==> src/rtl/vga_timing_gen.sv <==
// vga_timing_gen: 640x480@60 pixel timing (hc/vc, syncs, vidon); VGA_FRAME_CNT_EN adds frame_cnt.
// Outputs are registered with zero skew to hc/vc; free-running, no backpressure.
module vga_timing_gen #(
    parameter int CLK_DIV = 2,
    parameter int H_VIS   = 640,
    parameter int H_FP    = 16,
    parameter int H_SYNC  = 96,
    parameter int H_BP    = 48,
    parameter int V_VIS   = 480,
    parameter int V_FP    = 10,
    parameter int V_SYNC  = 2,
    parameter int V_BP    = 33
) (
    input  logic       clk,
    input  logic       clr,
    output logic       pix_en,
    output logic [9:0] hc,
    output logic [9:0] vc,
    output logic       hsync,
    output logic       vsync,
    output logic       vidon,
    output logic       frame_start
`ifdef VGA_FRAME_CNT_EN
    ,
    output logic [7:0] frame_cnt
`endif
);

    localparam int H_TOT = H_VIS + H_FP + H_SYNC + H_BP;
    localparam int V_TOT = V_VIS + V_FP + V_SYNC + V_BP;

    localparam logic [3:0] DIV_MAX  = 4'(CLK_DIV - 1);
    localparam logic [9:0] H_MAX    = 10'(H_TOT - 1);
    localparam logic [9:0] V_MAX    = 10'(V_TOT - 1);
    localparam logic [9:0] H_VIS_W  = 10'(H_VIS);
    localparam logic [9:0] V_VIS_W  = 10'(V_VIS);
    localparam logic [9:0] HS_START = 10'(H_VIS + H_FP);
    localparam logic [9:0] HS_END   = 10'(H_VIS + H_FP + H_SYNC);
    localparam logic [9:0] VS_START = 10'(V_VIS + V_FP);
    localparam logic [9:0] VS_END   = 10'(V_VIS + V_FP + V_SYNC);

    logic [3:0] div_q, div_d;
    logic [9:0] hc_q, hc_d;
    logic [9:0] vc_q, vc_d;
    logic       hsync_q, hsync_d;
    logic       vsync_q, vsync_d;
    logic       vidon_q, vidon_d;
    logic       frame_start_q, frame_start_d;
    logic       frame_wrap;

    // With CLK_DIV=1 DIV_MAX is 0, so the strobe is permanently high.
    assign pix_en     = (div_q == DIV_MAX);
    assign frame_wrap = pix_en && (hc_q == H_MAX) && (vc_q == V_MAX);

    always_comb begin
        div_d = pix_en ? 4'd0 : div_q + 4'd1;
        hc_d  = hc_q;
        vc_d  = vc_q;
        if (pix_en) begin
            if (hc_q == H_MAX) begin
                hc_d = 10'd0;
                vc_d = (vc_q == V_MAX) ? 10'd0 : vc_q + 10'd1;
            end else begin
                hc_d = hc_q + 10'd1;
            end
        end
        // Decoded from the next counts so the registered flags line up with hc/vc.
        hsync_d       = !((hc_d >= HS_START) && (hc_d < HS_END));
        vsync_d       = !((vc_d >= VS_START) && (vc_d < VS_END));
        vidon_d       = (hc_d < H_VIS_W) && (vc_d < V_VIS_W);
        frame_start_d = (hc_d == 10'd0) && (vc_d == 10'd0);
    end

    always_ff @(posedge clk) begin
        if (!clr) begin
            div_q         <= 4'd0;
            hc_q          <= 10'd0;
            vc_q          <= 10'd0;
            hsync_q       <= 1'b1;
            vsync_q       <= 1'b1;
            vidon_q       <= 1'b1;
            frame_start_q <= 1'b1;
        end else begin
            div_q         <= div_d;
            hc_q          <= hc_d;
            vc_q          <= vc_d;
            hsync_q       <= hsync_d;
            vsync_q       <= vsync_d;
            vidon_q       <= vidon_d;
            frame_start_q <= frame_start_d;
        end
    end

    assign hc          = hc_q;
    assign vc          = vc_q;
    assign hsync       = hsync_q;
    assign vsync       = vsync_q;
    assign vidon       = vidon_q;
    assign frame_start = frame_start_q;

`ifdef VGA_FRAME_CNT_EN
    logic [7:0] frame_cnt_q, frame_cnt_d;

    always_comb begin
        frame_cnt_d = frame_wrap ? frame_cnt_q + 8'd1 : frame_cnt_q;
    end

    always_ff @(posedge clk) begin
        if (!clr) begin
            frame_cnt_q <= 8'd0;
        end else begin
            frame_cnt_q <= frame_cnt_d;
        end
    end

    assign frame_cnt = frame_cnt_q;
`else
    logic unused_frame_wrap;
    assign unused_frame_wrap = frame_wrap;
`endif

endmodule

==> config.mk <==
export PLATFORM = sky130hd
export DESIGN_NAME = vga_timing_gen
export DESIGN_NICKNAME = d
export VERILOG_FILES = /design/src/rtl/vga_timing_gen.sv
export SDC_FILE = /design/constraint.sdc
export NUM_CORES = 1
export LEC_CHECK = 0
export BUFFER_PORTS_ARGS = -buffer_cell sky130_fd_sc_hd__buf_4
export CAP_MARGIN = 40
export CORE_MARGIN = 2
export CORE_UTILIZATION = 55
export DETAILED_ROUTE_END_ITERATION = 8
export HOLD_SLACK_MARGIN = 0.02
export PLACE_DENSITY = 0.79
export SYNTH_ARGS = -nofsm -noshare
export SYNTH_HDL_FRONTEND = slang
export SYNTH_SLANG_ARGS = --single-unit
==> constraint.sdc <==
create_clock -name clk -period 3.29 [get_ports clk]
set_input_delay 0.658 -clock clk [delete_from_list [all_inputs] [get_ports clk]]
set_output_delay 0.658 -clock clk [all_outputs]
set_load 0.01 [all_outputs]
==> impl_metrics.toml <==
[run_status]
outcome = "completed"

[synth]
syn_area_sq_mm = 0.001554
ys_top_cells_by_area = "dfxtp_1 36%, nor2_1 6.3%, nand2_1 4.6%"
yosys_warnings = 0
syn_area_per_cell_sq_um = 8.136
synth_top_cell_by_area = "dfxtp_1"
synth-edff-count = 0
yosysSeqAreaShare_pct = 36.07
yosysTopAreaCellShare_pct = 36.07
syn-num-nets = 198
ys_types = 45
synthFlopType = "dfxtp_1"
syn_inst = 191
synth-async-reset-ratio_pct = 0
yosys_register_bits = 28
yosys-top-cells-count = "28 x dfxtp_1, 26 x nor2_1, 19 x nand2_1, 11 x nand4_1, 9 x nand3_1"
yosysMostFrequentCell = "dfxtp_1"

[worst_hold_path]
hp-class = "reg -> reg"

[pwr]
switchingPower_mw = 0.1521
p_leak_nw = 0.7195
seq_power_share_pct = 55.2
swShare_pct = 23.27
intPower_mw = 0.5016
ir_drop_mv = 0.2842
p_comb_share_pct = 10.4
p_clk_share_pct = 34.4
power_density_mw_per_mm2 = 360.3

[sta]
worst_pin_slew_ns = 0.6143
fin_worst_skew_ns = 0.005962
hold_viol_final = 0
fin_tns_setup_ns = 0
finalCritPeriodShare_pct = 80.54
slew_headroom_pct = 58.67
max_freq_ghz = 0.3774
drv_slew = 0
fin_crit_ns = 2.650
rsz0062_at_grt = "false"
finalSetupViolCount = 0
whs_ns = 0.5316

[grt]
track_usage_pct = 24.34
grt_overflow = 0
grt_pass1_vias = 1400
grt_pass1_wl_mm = 6.389
grt_max_degree = 20
grt_antenna_before_repair = 0

[cts]
postCtsHoldBufs = 0
cts_buffer_depth = 2
cts_tree = "done"
cts-resized-gates = 0
postCtsSetupBuffers = 0
ctsRootBufferMaster = "clkbuf_4"
htreeDepth = 1
clock-sinks = 28
clk_latency_ns = 0.32
cts.clk_slew.worst_paths_ns = 0.15
numCtsBuffers = 3

[finish]
fin_util_pct = 66.94
syn2layout_area_growth_pct = 16.75
layout-drive-gt1-share_pct = 17.59
antenna_cells = 0
fin_nets = 224
finalNonFillerCells = 247

[setup_path]
crit_fanout = 9
criticalPathCategory = "reg -> reg"
crit_path_end_kind = "flip-flop"
cp-start-kind = "flip-flop"
crit_arrival_ns = 2.89
required_ns = 3.53

[die]
start_util_pct = 57.34
die_y_um = 57.16
rows = 19
pin_count = 27
core_sq_mm = 0.002710
die_x_um = 57.16
dieArea_sq_mm = 0.003267

[detailed_routing]
ant_nets = 0
wl_per_cell_um = 15.51
drt_iter0_markers = 93
drt-vias-per-instance = 6.271
drc_errors = 0
routed_wl_mm = 3.830
vias = 1549
first_pass_iters = 5

[place]
dp_cells = 243
port_buffers = 26
routabilityCongestion = 0.9097
dp_hpwl_mm = 2.837

[job]
maxCapViolCount = 0
final timing paths:
check | slack, ns | start | depth (start not counted) | to
worst max register to register | 0.64 | hc[0] | 7 | frame_start
worst min-delay path | 0.53 | div_q[0] | 1 | div_q[0]
worst max-delay path | 0.64 | hc[0] | 7 | frame_start
worst min register to register | 0.53 | div_q[0] | 1 | div_q[0]
logic make-up after synthesis:
group,share of synthesized area [%]
mux,1.932
buf+inv,3.864
simple gates,34.95
flops,36.07
compound gates,12.40
xor+xnor,6.763
fa+ha+maj,4.026
power by group through the flow:
stage                     Sequential, mW  Combinational, mW  Clock (mW)
after floorplan                    0.368             0.0470           0
after detailed placement           0.368             0.0685           0
after CTS                          0.361             0.0685       0.229
after global placement             0.367             0.0656           0
after global routing               0.363             0.0766       0.244
final                              0.361             0.0683       0.225
layout make-up:
type / count / area [sq um]
inverters: 7 / 26.28
clock inverters: 1 / 30.03
fillers: 233 / 895.9
well taps: 31 / 38.79
clock buffers: 3 / 22.52
repair buffers: 27 / 202.7
multi-input cells: 150 / 933.4
flip-flops and latches: 28 / 560.5
metal layers:
metal / GRT usage [%] / part of all wire [%] / routed length (um)
met5: 0 / 0 / 0
met4: 10.96 / 2.8 / 107
met3: 4.535 / 7.2 / 274
met2: 39.57 / 47 / 1818
met1: 31.41 / 43 / 1629
through the flow:
step | instance area, sq um | total power, mW | worst slack, ns
floorplan | 1554 | 0.4153 | 0.8970
global placement | 1762 | 0.4326 | 0.7931
detailed placement | 1762 | 0.4365 | 0.6871
CTS | 1814 | 0.6581 | 0.6793
global route | 1814 | 0.6836 | 0.5460
finish | 1814 | 0.6538 | 0.6402
flip-flops by register name (all words and copies together), names as in the netlist:
register,cells
vidon,1
frame_start,1
hsync,1
vsync,1
div_q,4
vc,10
hc,10
cells in the final DEF (no fill, tap or decap), drive strengths merged, types with 3 or more instances in the layout:
master and count:
dfxtp 28, ha 5, nand4 11, nor3 6
clkbuf 3, nand3 9, and3 6, buf 27
inv 6, mux2i 3, a21oi 9, nand2 19
nor2 26, and4 3, xor2 7, and2 6
xnor2 5, o21ai 8
critical path: stages (launching register included):
cell	delay [ns]
dfxtp_1	0.50
ha_1	0.35
nand4bb_1	0.29
or4_1	0.68
or3_1	0.41
o21ai_2	0.10
a21oi_2	0.06
a41o_1	0.18
No activity file was read; power rests on OpenSTA's default activity.
